### src/rtl/ahb_lite_master_if.sv
// Command/response handshake plus AHB-Lite bus signals for ahb_lite_master.
// The master modport is the initiator side; the slave modport is the bus target plus command source.
interface ahb_lite_master_if;
  logic        cmd_valid;
  logic        cmd_ready;
  logic        cmd_write;
  logic [3:0]  cmd_addr;
  logic [1:0]  cmd_size;
  logic [31:0] cmd_wdata;
  logic        rsp_valid;
  logic [31:0] rsp_rdata;
  logic        rsp_err;
  logic        hsel;
  logic [3:0]  haddr;
  logic [1:0]  htrans;
  logic [2:0]  hburst;
  logic [1:0]  hsize;
  logic        hwrite;
  logic [31:0] hwdata;
  logic [31:0] hrdata;
  logic        hresp;
  logic        hready;

  modport master (
    input  cmd_valid, cmd_write, cmd_addr, cmd_size, cmd_wdata,
    input  hrdata, hresp, hready,
    output cmd_ready, rsp_valid, rsp_rdata, rsp_err,
    output hsel, haddr, htrans, hburst, hsize, hwrite, hwdata
  );

  modport slave (
    output cmd_valid, cmd_write, cmd_addr, cmd_size, cmd_wdata,
    output hrdata, hresp, hready,
    input  cmd_ready, rsp_valid, rsp_rdata, rsp_err,
    input  hsel, haddr, htrans, hburst, hsize, hwrite, hwdata
  );
endinterface

### src/rtl/ahb_lite_master.sv
// Single-transfer AHB-Lite initiator (NONSEQ/SINGLE) with local rejection of bad commands.
// Optional macro AHB_MASTER_PIPELINE_EN overlaps the next address phase with the current data phase.
module ahb_lite_master (
  input  logic              clk,
  input  logic              n_rst,
  ahb_lite_master_if.master bus
);
  typedef enum logic [1:0] {ST_IDLE, ST_ADDR, ST_DATA, ST_ERR} state_t;

  typedef struct packed {
    logic        write;
    logic [3:0]  addr;
    logic [1:0]  size;
    logic [31:0] wdata;
  } cmd_t;

  localparam logic [1:0] HTRANS_IDLE   = 2'b00;
  localparam logic [1:0] HTRANS_NONSEQ = 2'b10;

  state_t      state_q, state_d;
  cmd_t        cmd_q, cmd_d;
  cmd_t        cmd_in;
  logic        rsp_valid_q, rsp_valid_d;
  logic        rsp_err_q, rsp_err_d;
  logic [31:0] rsp_rdata_q, rsp_rdata_d;

  logic        cmd_ready;
  logic        cmd_bad;
  logic        hsel;
  logic [3:0]  haddr;
  logic [1:0]  htrans;
  logic [1:0]  hsize;
  logic        hwrite;
  logic [31:0] hwdata;

`ifdef AHB_MASTER_PIPELINE_EN
  cmd_t        nxt_q, nxt_d;
  logic        nxt_vld_q, nxt_vld_d;
  logic        nxt_rej_q, nxt_rej_d;
  logic        rej_due_q, rej_due_d;
`endif

  assign cmd_in = {bus.cmd_write, bus.cmd_addr, bus.cmd_size, bus.cmd_wdata};

  // Size 3 is unsupported; half-words and words must be naturally aligned.
  always_comb begin
    cmd_bad = (bus.cmd_size == 2'd3)
           || ((bus.cmd_size == 2'd1) && bus.cmd_addr[0])
           || ((bus.cmd_size == 2'd2) && (bus.cmd_addr[1:0] != 2'b00));
  end

  always_comb begin
    state_d     = state_q;
    cmd_d       = cmd_q;
    rsp_valid_d = 1'b0;
    rsp_err_d   = 1'b0;
    rsp_rdata_d = '0;
    cmd_ready   = 1'b0;
    hsel        = 1'b0;
    haddr       = '0;
    htrans      = HTRANS_IDLE;
    hsize       = '0;
    hwrite      = 1'b0;
    hwdata      = '0;
`ifdef AHB_MASTER_PIPELINE_EN
    nxt_d       = nxt_q;
    nxt_vld_d   = nxt_vld_q;
    nxt_rej_d   = nxt_rej_q;
    rej_due_d   = rej_due_q;
`endif

    case (state_q)
      ST_IDLE: begin
`ifdef AHB_MASTER_PIPELINE_EN
        // A rejection queued behind an earlier transfer is answered before taking new work.
        cmd_ready = n_rst && !rej_due_q;
        if (rej_due_q) begin
          rsp_valid_d = 1'b1;
          rsp_err_d   = 1'b1;
          rej_due_d   = 1'b0;
        end
`else
        cmd_ready = n_rst;
`endif
        if (bus.cmd_valid && cmd_ready) begin
          if (cmd_bad) begin
            rsp_valid_d = 1'b1;
            rsp_err_d   = 1'b1;
          end else begin
            cmd_d   = cmd_in;
            state_d = ST_ADDR;
          end
        end
      end

      ST_ADDR: begin
        hsel   = 1'b1;
        htrans = HTRANS_NONSEQ;
        haddr  = cmd_q.addr;
        hsize  = cmd_q.size;
        hwrite = cmd_q.write;
        if (bus.hready) begin
          state_d = ST_DATA;
        end
      end

      ST_DATA: begin
        hwdata = cmd_q.write ? cmd_q.wdata : '0;
`ifdef AHB_MASTER_PIPELINE_EN
        cmd_ready = n_rst && !nxt_vld_q && !nxt_rej_q;
        if (nxt_vld_q) begin
          hsel   = 1'b1;
          htrans = HTRANS_NONSEQ;
          haddr  = nxt_q.addr;
          hsize  = nxt_q.size;
          hwrite = nxt_q.write;
        end
        if (bus.cmd_valid && cmd_ready) begin
          if (cmd_bad) begin
            nxt_rej_d = 1'b1;
          end else begin
            nxt_d     = cmd_in;
            nxt_vld_d = 1'b1;
          end
        end
`endif
        if (bus.hready) begin
          // A collapsed error (hresp with hready) completes here as an error.
          rsp_valid_d = 1'b1;
          rsp_err_d   = bus.hresp;
          rsp_rdata_d = (bus.hresp || cmd_q.write) ? '0 : bus.hrdata;
          state_d     = ST_IDLE;
`ifdef AHB_MASTER_PIPELINE_EN
          if (nxt_vld_q) begin
            cmd_d     = nxt_q;
            nxt_vld_d = 1'b0;
            state_d   = ST_DATA;
          end else if (nxt_vld_d) begin
            cmd_d     = nxt_d;
            nxt_vld_d = 1'b0;
            state_d   = ST_ADDR;
          end else if (nxt_rej_d) begin
            nxt_rej_d = 1'b0;
            rej_due_d = 1'b1;
          end
`endif
        end else if (bus.hresp) begin
          state_d = ST_ERR;
        end
      end

      ST_ERR: begin
        // Second error cycle: no address phase, any pending one stays parked.
        hwdata = cmd_q.write ? cmd_q.wdata : '0;
        if (bus.hready) begin
          rsp_valid_d = 1'b1;
          rsp_err_d   = 1'b1;
          state_d     = ST_IDLE;
`ifdef AHB_MASTER_PIPELINE_EN
          if (nxt_vld_q) begin
            cmd_d     = nxt_q;
            nxt_vld_d = 1'b0;
            state_d   = ST_ADDR;
          end else if (nxt_rej_q) begin
            nxt_rej_d = 1'b0;
            rej_due_d = 1'b1;
          end
`endif
        end
      end

      default: begin
        state_d = ST_IDLE;
      end
    endcase
  end

  always_ff @(posedge clk) begin
    if (!n_rst) begin
      state_q     <= ST_IDLE;
      cmd_q       <= '0;
      rsp_valid_q <= 1'b0;
      rsp_err_q   <= 1'b0;
      rsp_rdata_q <= '0;
`ifdef AHB_MASTER_PIPELINE_EN
      nxt_q       <= '0;
      nxt_vld_q   <= 1'b0;
      nxt_rej_q   <= 1'b0;
      rej_due_q   <= 1'b0;
`endif
    end else begin
      state_q     <= state_d;
      cmd_q       <= cmd_d;
      rsp_valid_q <= rsp_valid_d;
      rsp_err_q   <= rsp_err_d;
      rsp_rdata_q <= rsp_rdata_d;
`ifdef AHB_MASTER_PIPELINE_EN
      nxt_q       <= nxt_d;
      nxt_vld_q   <= nxt_vld_d;
      nxt_rej_q   <= nxt_rej_d;
      rej_due_q   <= rej_due_d;
`endif
    end
  end

  assign bus.cmd_ready = cmd_ready;
  assign bus.rsp_valid = rsp_valid_q;
  assign bus.rsp_err   = rsp_err_q;
  assign bus.rsp_rdata = rsp_rdata_q;
  assign bus.hsel      = hsel;
  assign bus.haddr     = haddr;
  assign bus.htrans    = htrans;
  assign bus.hburst    = 3'b000;
  assign bus.hsize     = hsize;
  assign bus.hwrite    = hwrite;
  assign bus.hwdata    = hwdata;
endmodule

### src/flat_wrapper.sv
// flat-port wrapper written by rule: the top's interface ports become plain ports
module ahb_lite_master_flat 
  (clk, n_rst, bus_cmd_valid, bus_cmd_write, bus_cmd_addr, bus_cmd_size, bus_cmd_wdata, bus_hrdata, bus_hresp, bus_hready, bus_cmd_ready, bus_rsp_valid, bus_rsp_rdata, bus_rsp_err, bus_hsel, bus_haddr, bus_htrans, bus_hburst, bus_hsize, bus_hwrite, bus_hwdata);
  ahb_lite_master_if bus_i ();
  input  logic clk;
  input  logic n_rst;
  input wire logic [$bits(bus_i.cmd_valid)-1:0] bus_cmd_valid;
  input wire logic [$bits(bus_i.cmd_write)-1:0] bus_cmd_write;
  input wire logic [$bits(bus_i.cmd_addr)-1:0] bus_cmd_addr;
  input wire logic [$bits(bus_i.cmd_size)-1:0] bus_cmd_size;
  input wire logic [$bits(bus_i.cmd_wdata)-1:0] bus_cmd_wdata;
  input wire logic [$bits(bus_i.hrdata)-1:0] bus_hrdata;
  input wire logic [$bits(bus_i.hresp)-1:0] bus_hresp;
  input wire logic [$bits(bus_i.hready)-1:0] bus_hready;
  output wire logic [$bits(bus_i.cmd_ready)-1:0] bus_cmd_ready;
  output wire logic [$bits(bus_i.rsp_valid)-1:0] bus_rsp_valid;
  output wire logic [$bits(bus_i.rsp_rdata)-1:0] bus_rsp_rdata;
  output wire logic [$bits(bus_i.rsp_err)-1:0] bus_rsp_err;
  output wire logic [$bits(bus_i.hsel)-1:0] bus_hsel;
  output wire logic [$bits(bus_i.haddr)-1:0] bus_haddr;
  output wire logic [$bits(bus_i.htrans)-1:0] bus_htrans;
  output wire logic [$bits(bus_i.hburst)-1:0] bus_hburst;
  output wire logic [$bits(bus_i.hsize)-1:0] bus_hsize;
  output wire logic [$bits(bus_i.hwrite)-1:0] bus_hwrite;
  output wire logic [$bits(bus_i.hwdata)-1:0] bus_hwdata;
  assign bus_i.cmd_valid = bus_cmd_valid;
  assign bus_i.cmd_write = bus_cmd_write;
  assign bus_i.cmd_addr = bus_cmd_addr;
  assign bus_i.cmd_size = bus_cmd_size;
  assign bus_i.cmd_wdata = bus_cmd_wdata;
  assign bus_i.hrdata = bus_hrdata;
  assign bus_i.hresp = bus_hresp;
  assign bus_i.hready = bus_hready;
  assign bus_cmd_ready = bus_i.cmd_ready;
  assign bus_rsp_valid = bus_i.rsp_valid;
  assign bus_rsp_rdata = bus_i.rsp_rdata;
  assign bus_rsp_err = bus_i.rsp_err;
  assign bus_hsel = bus_i.hsel;
  assign bus_haddr = bus_i.haddr;
  assign bus_htrans = bus_i.htrans;
  assign bus_hburst = bus_i.hburst;
  assign bus_hsize = bus_i.hsize;
  assign bus_hwrite = bus_i.hwrite;
  assign bus_hwdata = bus_i.hwdata;
  ahb_lite_master u_core (.clk(clk), .n_rst(n_rst), .bus(bus_i));
endmodule
### config.mk
export PLATFORM = sky130hd
export DESIGN_NAME = ahb_lite_master_flat
export DESIGN_NICKNAME = d
export VERILOG_FILES = /design/src/rtl/ahb_lite_master_if.sv /design/src/rtl/ahb_lite_master.sv /design/src/flat_wrapper.sv
export SDC_FILE = /design/constraint.sdc
export NUM_CORES = 1
export LEC_CHECK = 0
export BUFFER_PORTS_ARGS = -buffer_cell sky130_fd_sc_hd__buf_2
export CAP_MARGIN = 20
export CELL_PAD_IN_SITES_DETAIL_PLACEMENT = 2
export CELL_PAD_IN_SITES_GLOBAL_PLACEMENT = 2
export CORE_AREA = 2 2 119 121
export CTS_CLUSTER_SIZE = 24
export DETAILED_ROUTE_END_ITERATION = 16
export DIE_AREA = 0 0 121 123
export PLACE_DENSITY_LB_ADDON = 0.1
export SLEW_MARGIN = 20
export SYNTH_ARGS = -nofsm -noshare
export SYNTH_HDL_FRONTEND = slang
export SYNTH_SLANG_ARGS = --single-unit
### constraint.sdc
create_clock -name clk -period 1.21 [get_ports clk]
set_input_delay 0 -clock clk [delete_from_list [all_inputs] [get_ports clk]]
set_output_delay 0 -clock clk [all_outputs]
set_load 0.02 [all_outputs]
==> flow_metrics.env <==
export IMPL_status="finished, violations left"
export IMPL_violations="negative setup slack"
export IMPL_p_leak_uw=0.00300
export IMPL_num_vias=2951
export IMPL_nets=627
export IMPL_io_buffers=151
export IMPL_detail_route_antenna_nets=0
export IMPL_cts_root_buffer="clkbuf_16"
export IMPL_cap_violations=0
export IMPL_design_area_um2=5530
export IMPL_cts_sinks=75
export IMPL_worst_endpoint_arrival_ns=1.43
export IMPL_ys_ff_latch=75
export IMPL_dpl_cell_area_um2=3950
export IMPL_critPathKind="register to output port"
export IMPL_cp_max_fo=5
export IMPL_drt_pass1_iterations=4
export IMPL_p_int_uw=4840
export IMPL_layout_commonest_cell="buf_2"
export IMPL_wl_mm=11.0
export IMPL_syn_area_per_cell_um2=9.50
export IMPL_grtUsageTotal=0.148
export IMPL_num_rows=43
export IMPL_min_path_type="input port to register"
export IMPL_finClkSkew_ns=0.00556
export IMPL_crit_end="bus_haddr[3]"
export IMPL_setup_viol=115
export IMPL_synth_top_area_cell="dfxtp_1"
export IMPL_die_area_um2=14900
export IMPL_cp_data_required_time_ns=1.21
export IMPL_grt_max_degree=26
export IMPL_clk_latency_ns=0.34
export IMPL_crit_path_start_kind="register"
export IMPL_final_cell_mix="buf_2, dlygate4sd3_1, dfxtp_1"
export IMPL_period_needed_ns=1.43
export IMPL_netlist_area_um2=2920
export IMPL_clkPwrFrac=0.465
export IMPL_p_seq_frac=0.411
export IMPL_reg2reg_depth=5
export IMPL_crit_start="u_core.state_q[1]"
export IMPL_min_from="bus_hready"
export IMPL_powerDensity_nw_per_um2=1150
export IMPL_holdWs_ns=0.0750
export IMPL_path_clk_slew_ns=0.06
export IMPL_fin_util=0.406
export IMPL_reg2reg_slack_ns=-0.17
export IMPL_yosysSeqAreaShare=0.515
export IMPL_crit_path_end_kind="output port"
export IMPL_routabilityCongestion=0.711
export IMPL_r2r_end="u_core.cmd_q[31]"
export IMPL_drive_above_1_share=0.433
export IMPL_grt_pass1_wl_mm=16.7
export IMPL_switching_share=0.237
export IMPL_antenna_found_initial=0
export IMPL_wl_per_cell_um=14.9
export IMPL_vias_per_cell=4.01
export IMPL_power_uw=6350
export IMPL_fin_ws_ns=-0.217
export IMPL_antenna_cells=0
export IMPL_timing_setup_tns_ns=-13.37
export IMPL_synthTopCellsByArea="dfxtp_1, mux2i_1, and2_1"
export IMPL_die_h_um=123
export IMPL_dieWidth_um=121
export IMPL_cts_inserted_buffers=9
export IMPL_hold_violations=0
export IMPL_cts_buffer_depth=2
export IMPL_max_freq_ghz=0.701
export IMPL_area_delta_synth_final_pct=89.6
export IMPL_r2r_start="u_core.state_q[1]"
export IMPL_drtIter0Drc=28
export IMPL_io_pins=156
export IMPL_power_frac_comb=0.124
export IMPL_grt_pass1_vias=3330
export IMPL_gr_total_overflow=0
export IMPL_drv_slew=0
export IMPL_start_util=0.214
export IMPL_synth_top_area_share=0.515
export IMPL_vdd_ir_drop_max_v=0.000517
export IMPL_synth_cells=307
export IMPL_synth_distinct_cells=26
export IMPL_ys_warn_count=0
export IMPL_drc=0
export IMPL_switchingPower_uw=1500
export IMPL_cts_tree="done"
export IMPL_rsz0062_at_grt="true"
export IMPL_final_period_utilization=1.18
export IMPL_dpl_hpwl_mm=6.62
export IMPL_h_tree_depth=3
export IMPL_coreArea_um2=13600
kinds of logic after synthesis:
kind of cell,count (synthesis),share of synthesized area
compound gates,7,0.0150
buf+inv,63,0.100
flops,75,0.515
other cells,1,0.00129
simple gates,122,0.235
mux,39,0.134
layout make-up:
cell class | count | area (µm²)
flip-flops and latches | 75 | 1510
fillers | 1470 | 8080
multi-input cells | 172 | 1280
clock inverters | 7 | 101
clock buffers | 9 | 225
well taps | 180 | 225
repair buffers | 255 | 2040
inverters | 38 | 143
stage by stage:
step           cells  setup slack [ns]
6_report         736            -0.217
3_3_place_gp     633            0.0213
5_1_grt          736            -0.283
2_1_floorplan    310            0.0104
3_5_place_dp     633           -0.0481
4_1_cts          735            -0.241
worst min-delay path by stage:
| stage | to | slack (ns) | cells past startpoint |
|---|---|---|---|
| floorplan | u_core.bus.rsp_rdata[0] | 0.12 | 1 |
| detailed placement | u_core.bus.rsp_rdata[15] | 0.21 | 2 |
| finish | u_core.state_q[1] | 0.07 | 3 |
| global placement | u_core.bus.rsp_rdata[24] | 0.20 | 2 |
| global route | u_core.state_q[1] | 0.08 | 3 |
| CTS | u_core.state_q[1] | 0.04 | 3 |
worst max-delay path, cell delays in order, from the launching register on:
cell,delay [ns]
dfxtp_2,0.32
buf_6,0.11
buf_6,0.11
nor2b_4,0.15
buf_6,0.14
and2_4,0.14
buf_6,0.11
Yosys cell counts (all sizes together):
| cell type | count |
|---|---|
| nor3 | 1 |
| inv | 38 |
| conb | 1 |
| and2 | 39 |
| buf | 11 |
| or3b | 1 |
| and4bb | 1 |
| mux2i | 39 |
| and3 | 33 |
| clkbuf | 14 |
| a31oi | 1 |
| nor2 | 1 |
| dfxtp | 75 |
| nor4 | 1 |
| nand3 | 1 |
| a31o | 1 |
| nor3b | 1 |
| nand2 | 41 |
| a21oi | 1 |
| nor2b | 2 |
| o21ai | 4 |
per-layer routing:
metal | part of all wire | routed length [µm] | vias to the layer above | GRT usage
met4 | 0.013 | 139 | 0 | 0.0465
met3 | 0.075 | 827 | 12 | 0.0600
met5 | 0 | 0 | - | 0
met1 | 0.39 | 4340 | 1394 | 0.156
met2 | 0.52 | 5690 | 98 | 0.268
li1 | - | - | 1447 | -
flip-flops by register name, indices dropped and copies added, names as in the netlist:
| signal | count |
|---|---|
| u_core.bus.rsp_err | 1 |
| u_core.bus.rsp_rdata | 32 |
| u_core.bus.rsp_valid | 1 |
| u_core.cmd_q | 39 |
| u_core.state_q | 2 |
repair_timing:
action                                  in CTS  in global routing
resized for setup                           86                 24
endpoints found under the hold margin       74                  0
gates cloned                                 4                  1
buffers inserted                             9                  2
hold buffers                                73                  0
endpoints found under the setup margin     101                117
pin swaps                                   12                  0
power by group through the flow:
stage                     Clock [µW]  Combinational (µW)  Sequential (µW)
after floorplan                    0                 255             2660
after global placement             0                 488             2660
after detailed placement           0                 501             2660
after CTS                       3050                 771             2610
after global routing            3140                 860             2620
final                           2950                 788             2610
No activity file was read; power rests on OpenSTA's default activity.
